[src/rtl/bcd_2of5_encoder_seq_if.sv]
// Handshake bundle carrying packed BCD words into the 2-of-5 encoder
// and finished code words out towards the serialiser/display path.
interface bcd_2of5_encoder_seq_if #(
    parameter int DIGITS = 4
);
    logic                  in_valid;
    logic                  in_ready;
    logic [4*DIGITS-1:0]   in_bcd;
    logic                  out_valid;
    logic                  out_ready;
    logic [5*DIGITS-1:0]   out_code;
    logic                  out_err;

    modport master (
        output in_valid, in_bcd, out_ready,
        input  in_ready, out_valid, out_code, out_err
    );

    modport slave (
        input  in_valid, in_bcd, out_ready,
        output in_ready, out_valid, out_code, out_err
    );
endinterface

[src/rtl/bcd_2of5_encoder_seq.sv]
// Sequential BCD to 2-out-of-5 encoder: captures a DIGITS-wide word, encodes
// one digit per clock, then holds the result until the consumer takes it.
module bcd_2of5_encoder_seq #(
    parameter int         DIGITS   = 4,
    parameter logic [4:0] ERR_CODE = 5'b00000
) (
    input  logic                  clk,
    input  logic                  reset,
    bcd_2of5_encoder_seq_if.slave bus
);
    localparam int               IDX_W    = (DIGITS > 1) ? $clog2(DIGITS) : 1;
    localparam logic [IDX_W-1:0] LAST_IDX = IDX_W'(DIGITS - 1);

    typedef enum logic [1:0] {
        IDLE,
        ENCODE,
        HOLD
    } state_e;

    state_e              state_q, state_d;
    logic [IDX_W-1:0]    idx_q, idx_d;
    logic [4*DIGITS-1:0] word_q, word_d;
    logic [5*DIGITS-1:0] code_q, code_d;
    logic                err_q, err_d;
    logic [3:0]          digit;

    function automatic logic [4:0] encode(input logic [3:0] d);
        case (d)
            4'd0:    return 5'b11000;
            4'd1:    return 5'b00011;
            4'd2:    return 5'b00101;
            4'd3:    return 5'b00110;
            4'd4:    return 5'b01001;
            4'd5:    return 5'b01010;
            4'd6:    return 5'b01100;
            4'd7:    return 5'b10001;
            4'd8:    return 5'b10010;
            4'd9:    return 5'b10100;
            default: return ERR_CODE;
        endcase
    endfunction

    assign digit = word_q[4*int'(idx_q) +: 4];

    always_comb begin
        state_d = state_q;
        idx_d   = idx_q;
        word_d  = word_q;
        code_d  = code_q;
        err_d   = err_q;
        unique case (state_q)
            IDLE: begin
                if (bus.in_valid) begin
                    word_d  = bus.in_bcd;
                    code_d  = '0;
                    err_d   = 1'b0;
                    idx_d   = '0;
                    state_d = ENCODE;
                end
            end
            ENCODE: begin
                code_d[5*int'(idx_q) +: 5] = encode(digit);
                err_d = err_q | (digit > 4'd9);
                if (idx_q == LAST_IDX) begin
                    idx_d   = '0;
                    state_d = HOLD;
                end else begin
                    idx_d = idx_q + 1'b1;
                end
            end
            HOLD: begin
                if (bus.out_ready) begin
                    state_d = IDLE;
                end
            end
            default: state_d = IDLE;
        endcase
    end

    // Reset discards any partial or held word immediately.
    always_ff @(posedge clk or negedge reset) begin
        if (!reset) begin
            state_q <= IDLE;
            idx_q   <= '0;
            word_q  <= '0;
            code_q  <= '0;
            err_q   <= 1'b0;
        end else begin
            state_q <= state_d;
            idx_q   <= idx_d;
            word_q  <= word_d;
            code_q  <= code_d;
            err_q   <= err_d;
        end
    end

    assign bus.in_ready  = (state_q == IDLE);
    assign bus.out_valid = (state_q == HOLD);
    assign bus.out_code  = code_q;
    assign bus.out_err   = err_q;
endmodule
[src/flat_wrapper.sv]
// flat-port wrapper written by rule: the top's interface ports become plain ports
module bcd_2of5_encoder_seq_flat 
#(
    parameter int         DIGITS   = 4,
    parameter logic [4:0] ERR_CODE = 5'b00000
)
  (clk, reset, bus_in_valid, bus_in_bcd, bus_out_ready, bus_in_ready, bus_out_valid, bus_out_code, bus_out_err);
  bcd_2of5_encoder_seq_if #(.DIGITS(DIGITS)) bus_i ();
  input  logic clk;
  input  logic reset;
  input wire logic [$bits(bus_i.in_valid)-1:0] bus_in_valid;
  input wire logic [$bits(bus_i.in_bcd)-1:0] bus_in_bcd;
  input wire logic [$bits(bus_i.out_ready)-1:0] bus_out_ready;
  output wire logic [$bits(bus_i.in_ready)-1:0] bus_in_ready;
  output wire logic [$bits(bus_i.out_valid)-1:0] bus_out_valid;
  output wire logic [$bits(bus_i.out_code)-1:0] bus_out_code;
  output wire logic [$bits(bus_i.out_err)-1:0] bus_out_err;
  assign bus_i.in_valid = bus_in_valid;
  assign bus_i.in_bcd = bus_in_bcd;
  assign bus_i.out_ready = bus_out_ready;
  assign bus_in_ready = bus_i.in_ready;
  assign bus_out_valid = bus_i.out_valid;
  assign bus_out_code = bus_i.out_code;
  assign bus_out_err = bus_i.out_err;
  bcd_2of5_encoder_seq #(.DIGITS(DIGITS), .ERR_CODE(ERR_CODE)) u_core (.clk(clk), .reset(reset), .bus(bus_i));
endmodule
[config.mk]
export PLATFORM = sky130hd
export DESIGN_NAME = bcd_2of5_encoder_seq_flat
export DESIGN_NICKNAME = d
export VERILOG_FILES = /design/src/rtl/bcd_2of5_encoder_seq_if.sv /design/src/rtl/bcd_2of5_encoder_seq.sv /design/src/flat_wrapper.sv
export SDC_FILE = /design/constraint.sdc
export NUM_CORES = 1
export LEC_CHECK = 0
export ABC_AREA = 1
export CORE_MARGIN = 2
export CORE_UTILIZATION = 35
export CTS_CLUSTER_SIZE = 8
export DETAILED_ROUTE_END_ITERATION = 12
export SLEW_MARGIN = 20
export SYNTH_ARGS = -nofsm -noshare
export SYNTH_HDL_FRONTEND = slang
export SYNTH_SLANG_ARGS = --single-unit
[constraint.sdc]
create_clock -name clk -period 3.38 [get_ports clk]
set_clock_uncertainty 0.05 [all_clocks]
set_input_delay 1.014 -clock clk [delete_from_list [all_inputs] [get_ports clk]]
set_output_delay 1.014 -clock clk [all_outputs]
set_load 0.05 [all_outputs]
==> results of run 1 <==
state kept, by name (all words and copies together), names as in the netlist:
name	flops
u_core.bus.out_code	20
u_core.word_q	16
u_core.idx_q	2
u_core.state_q	2
u_core.bus.out_err	1
per-stage QoR:
stage,utilization [%],power (mW),area (sq um)
after floorplan,-,2.055,2092
after global placement,44.10,2.465,2580
after detailed placement,44.10,2.496,2580
after CTS,45.87,2.879,2684
after global routing,45.87,3.115,2684
final,45.87,2.838,2684
per-layer routing:
layer / share of wire [%] / vias to the layer above
li1: - / 899
met1: 48 / 743
met2: 46 / 39
met3: 5.1 / 5
met4: 1.0 / 0
met5: 0 / -
final cells by class:
| type | instances | area (sq um) | share of cell area (%) |
|---|---|---|---|
| multi-input cells | 182 | 924.6 | 34.45 |
| flip-flops and latches | 41 | 1026 | 38.23 |
| repair buffers | 44 | 430.4 | 16.04 |
| inverters | 28 | 105.1 | 3.916 |
| clock inverters | 2 | 35.03 | 1.305 |
| well taps | 75 | 93.84 | 3.497 |
| clock buffers | 5 | 68.82 | 2.564 |
logic make-up (layout without fill, tap and decap cells):
kind of cell / after synthesis / in the layout / synth area share, %
flip-flops: 41 / 41 / 49.04
AO/OA/AOI/OAI: 18 / 18 / 4.964
adder cells (fa/ha/maj): 9 / 9 / 5.383
buffers and inverters: 34 / 79 / 6.758
AND/OR/NAND/NOR: 155 / 155 / 33.85
placed cells by master, fill, tap and decap left out:
cell,n
buf_2,1
buf_4,2
bufinv_16,1
clkbuf_8,5
clkdlybuf4s50_1,41
clkinv_2,1
dfrtp_1,41
ha_1,9
inv_1,24
inv_2,4
nand2_1,100
nand2_2,6
nand2_4,2
nand3_1,25
nand3_2,2
nand3_4,1
nand3b_1,1
nand4_1,4
nor2_1,7
nor2_2,3
nor2_4,1
nor3_1,1
nor3_2,1
o21ai_0,9
o21ai_1,4
o21ai_2,1
o21bai_1,2
o31ai_1,2
or2_2,1
worst max-delay path, stage by stage (launching register included):
cell             delay, ns
dfrtp_1               0.42
nor2_1                0.14
clkdlybuf4s50_1       0.81
power by group through the flow:
stage                     clock network [mW]  registers, mW  logic [mW]
final                                  0.374          0.792        1.67
after global routing                   0.406          0.817        1.89
after CTS                              0.388          0.794        1.70
after detailed placement                   0          0.803        1.69
after global placement                     0          0.796        1.67
after floorplan                            0           1.04        1.01
worst paths after layout:
| check | startpoint | endpoint | depth (start not counted) |
|---|---|---|---|
| setup / recovery | u_core.state_q[1] | bus_in_ready | 2 |
| hold / removal | u_core.word_q[9] | u_core.word_q[9] | 2 |
| setup reg to reg | u_core.idx_q[1] | u_core.bus.out_code[15] | 11 |
| hold reg to reg | u_core.word_q[9] | u_core.word_q[9] | 2 |
| max in group asynchronous | reset | u_core.bus.out_code[9] | 1 |
| min in group asynchronous | reset | u_core.bus.out_code[15] | 1 |
==> out/results.txt, run 1 <==
clock slew at reported path FFs: 0.08 ns
Total Wirelength: 4.304 mm
crit share post-route: 80.93%
min Tclk post-route: 2.736 ns
top cells by count, synth: nand2_1 (100), dfrtp_1 (41), nand3_1 (25), inv_1 (24)
Combinational Power Share: 58.9%
Placer Congestion: 0.7961
Fin. Hold Viols: 0
grt met1 use: 19.55%
WP data arrival: 1.67 ns
Synth Flop Type: dfrtp_1
Post-Layout Cell Count: 377
global-route wire length before repair: 7.548 mm
Max-Cap Viols: 0
TritonCTS buffer count: 5
Synth cell types: 25
Final Max Tran Viols: 0
via count: 1686
largest net degree at the start of global routing: 42
unrepaired setup endpoints after global routing: false
largest area contributor in the synthesized netlist: dfrtp_1
filler instances: 577
Ys Warns: 0
Async SR Flop Fraction: 100.0%
Yosys reg bits: 41
sequential area share after synthesis: 49.04%
post-synth top area share: 49.04%
power per cell area: 1057 nW/um^2
CTS tree: yes
CP required: 2.32 ns
Die ar.: 6611 sq um
Place WS: 0.9260 ns
M3 GR Usage: 4.222%
Setup WS post-layout: 0.6444 ns
Routed WL per cell: 11.42 microns
met2 Resource Use GR: 23.69%
Overflow after GRT: 0
CP endpoint kind: output pin
Worst Hold Class: reg -> reg
Post-synth EDFFs: 0
clk root buf: clkbuf_8
crit path max fanout: 3
layer with the highest usage: met2
Mapped Cells: 257
Chip Width: 81.31 microns
Via density: 4.472
Fin Setup TNS: 0 ns
Syn Nets: 286
Clk Latency, worst-skew pair: 0.29 ns
vias in the first global route: 1631
leakage: 1.339 nW
hpwl dp: 3.241 mm
CTS Sinks: 41
setup slack, reg-to-reg: 1.38 ns
router iterations before antenna repair: 4
outcome: complete, no violations
core footprint: 5851 sq um
Port Buffers: 42
count leader, synth: nand2_1
Layout Nets: 331
Psw: 1.406 mW
Int Pwr: 1.432 mW
max frequency: 365.6 MHz
setup bufs post-CTS: 0
Inst Count DP: 370
H-tree depth: 2
Post-DRT Antenna Nets: 0
Rel. slew slack: 39.16%
Worst-Margin Slew: 0.9126 ns
Final setup viols: 0
Synth area leaders: dfrtp_1 (49%), nand2_1 (18%), nand3_1 (6.0%), ha_1 (5.4%), inv_1 (4.3%)
DR DRC count: 0
initial antenna violation count: 0
fraction of layout cells with a size suffix above 1: 10.60%
I/O Pins: 43
Clk pwr share: 13.2%
Synth Cell Area: 2092 sq um
Initial Util: 35.76%
switch share: 49.54%
WHS: 0.4318 ns
critical path class: reg -> out
post-CTS sizing: 0
Critical Path Start Type: flip-flop
Die Span Y: 81.31 microns
Total Routing Usage GR: 14.81%
count of hold-fix buffers inserted at cts: 0
Flop pwr share: 27.9%
DRT iter0 DRCs: 91
Longest Clk Path Bufs: 2
area growth from synthesis to layout: 28.29%
Antenna Cells: 0
Std-Cell Rows: 28
syn_area_per_cell: 8.140 sq um
maximum VDD drop: 0.0004827 V
Power figures use the tool's default switching activity.
==> inputs of run 2 (changes only) <==
clock period = 2.4 ns   (was 3.38 ns; I/O delays follow)
==> run 2 against run 1 <==
  * Worst hold slack got worse by 0.092 ns
  * Core utilization rose by 0.34 points
  * Sequential power rose by 41%
  * Sequential share of layout area fell by 0.28 points
  * Cell count rose by 1.1%
  * Largest cell class unchanged
  * Setup slack got worse by 0.48 ns
  * Combinational power rose by 43%
  * Via count rose by 3.4%
  * Die area did not move
==> out/results.txt, run 2 (synthesis gave the netlist of run 1 again) <==
Critical Path Sink: bus_out_code[9]
crit share post-route: 92.99%
largest net degree at the start of global routing: 22
switch share: 50.29%
post-CTS sizing: 0
DR DRC count: 0
crit path launch: u_core.bus.out_code[9]
WHS: 0.3395 ns
initial antenna violation count: 0
global-route wire length before repair: 7.410 mm
Total Routing Usage GR: 14.49%
crit path cell chain: clkdlybuf4s50_1
max frequency: 448.1 MHz
Clk pwr share: 11.2%
Total Wirelength: 4.292 mm
Via density: 4.575
setup bufs post-CTS: 0
router iterations before antenna repair: 4
Critical Path Max Stage Delay: 0.81 ns
min Tclk post-route: 2.232 ns
Overflow after GRT: 0
leakage: 1.357 nW
Final Max Tran Viols: 0
Inst Count DP: 374
Rel. slew slack: 66.52%
Routed WL per cell: 11.27 microns
I/O Pins: 43
CTS Sinks: 41
CP endpoint kind: output pin
Post-Layout Cell Count: 381
Critical Path Start Type: flip-flop
footprint of the multi-input gates: 924.6 sq um
storage element area: 1026 sq um
power per cell area: 1462 nW/um^2
Int Pwr: 1.966 mW
via count: 1743
Die ar.: 6611 sq um
Fin. Hold Viols: 0
Worst path depth: 1
crit path max fanout: 2
Worst-Margin Slew: 0.5007 ns
Final setup viols: 0
Initial Util: 35.76%
Max-Cap Viols: 0
CTS tree: yes
setup slack, reg-to-reg: 0.43 ns
vias in the first global route: 1657
Reg2Reg Depth: 11
Post-DRT Antenna Nets: 0
Combinational Power Share: 60.4%
fraction of layout cells with a size suffix above 1: 12.09%
Chip Width: 81.31 microns
hpwl dp: 3.412 mm
WP data arrival: 1.46 ns
Layout Nets: 335
Slowest-stage cell, CP: clkdlybuf4s50_1
Port Buffers: 42
filler instances: 586
clock slew at reported path FFs: 0.07 ns
Flop pwr share: 28.3%
Psw: 1.988 mW
Die Span Y: 81.31 microns
CP delay by family, top: buffers and inverters
Place WS: 0.3925 ns
Placer Congestion: 0.7571
DRT iter0 DRCs: 100
Worst Hold Class: in -> async
unrepaired setup endpoints after global routing: false
commonest cells after routing, fill and taps aside: nand2_1 (100), dfrtp_1 (41), clkdlybuf4s50_1 (39)
Largest register FFs: 20
post-placement cell area: 2618 sq um
clk root buf: clkbuf_8
outcome: complete, no violations
cell area after layout: 2704 sq um
Clk Latency, worst-skew pair: 0.28 ns
TritonCTS buffer count: 5
Setup WS post-layout: 0.1681 ns
critical path class: reg -> out
maximum VDD drop: 0.0006211 V
Critical R2R Capture: u_core.bus.out_code[15]
count of hold-fix buffers inserted at cts: 0
Antenna Cells: 0
worst reg2reg path startpoint: u_core.idx_q[1]
commonest non-fill, non-tap cell in the layout: nand2_1
Fin Setup TNS: 0 ns
Std-Cell Rows: 28
WP buf/inv: 1
area growth from synthesis to layout: 29.25%
Longest Clk Path Bufs: 2
CP required: 1.63 ns
core footprint: 5851 sq um
H-tree depth: 2
-- run 2: changes by cell type in the layout (fill, tap and decap cells not counted) --
cell / delta
buf_12: +1
buf_4: +5
bufinv_16: -1
clkbuf_1: +1
clkbuf_8: +1
clkdlybuf4s50_1: -2
clkinv_2: -1
-- run 2: worst min-delay path by stage --
| stage | startpoint | endpoint | slack, ns | cells past startpoint |
|---|---|---|---|---|
| global placement | u_core.bus.out_code[13] | u_core.bus.out_code[13] | 0.41 | 2 |
| detailed placement | u_core.word_q[2] | u_core.word_q[2] | 0.42 | 2 |
| global route | reset | u_core.bus.out_code[18] | 0.38 | 1 |
| finish | reset | u_core.bus.out_code[18] | 0.34 | 1 |
| floorplan | reset | u_core.bus.out_code[0] | 0.37 | 0 |
| CTS | reset | u_core.bus.out_code[18] | 0.35 | 1 |
-- run 2: through the flow --
| stage | utilization, % | total power, mW |
|---|---|---|
| floorplan | - | 2.894 |
| global placement | 44.74 | 3.501 |
| detailed placement | 44.74 | 3.543 |
| CTS | 46.21 | 4.001 |
| global route | 46.21 | 4.309 |
| finish | 46.21 | 3.954 |
-- run 2: area by class of cell --
type	count	share of cell area [%]
sequential	41	37.95
multi-input combinational	182	34.20
timing repair buffer	48	17.31
inverter	28	3.887
tap	75	3.471
clock buffer	7	3.193
-- run 2: per-layer routing --
| layer | routed length, microns | GRT usage (%) | vias to the layer above |
|---|---|---|---|
| li1 | - | - | 904 |
| met1 | 2027 | 19.55 | 787 |
| met2 | 2010 | 23.28 | 45 |
| met3 | 210 | 3.667 | 7 |
| met4 | 44 | 3.559 | 0 |
| met5 | 0 | 0 | - |
-- run 2: power by group through the flow --
stage               combinational (mW)  clock (mW)  sequential [mW]
finish                            2.39       0.444             1.12
global route                      2.67       0.488             1.15
CTS                               2.41       0.465             1.12
detailed placement                2.41           0             1.14
global placement                  2.37           0             1.13
floorplan                         1.43           0             1.47
==> inputs of run 3 (changes only) <==
ABC_CLOCK_PERIOD_IN_PS = 2400   (was default)
==> results of run 3 <==
No change in the layout: final DEF, timing and power equal those of run 2.
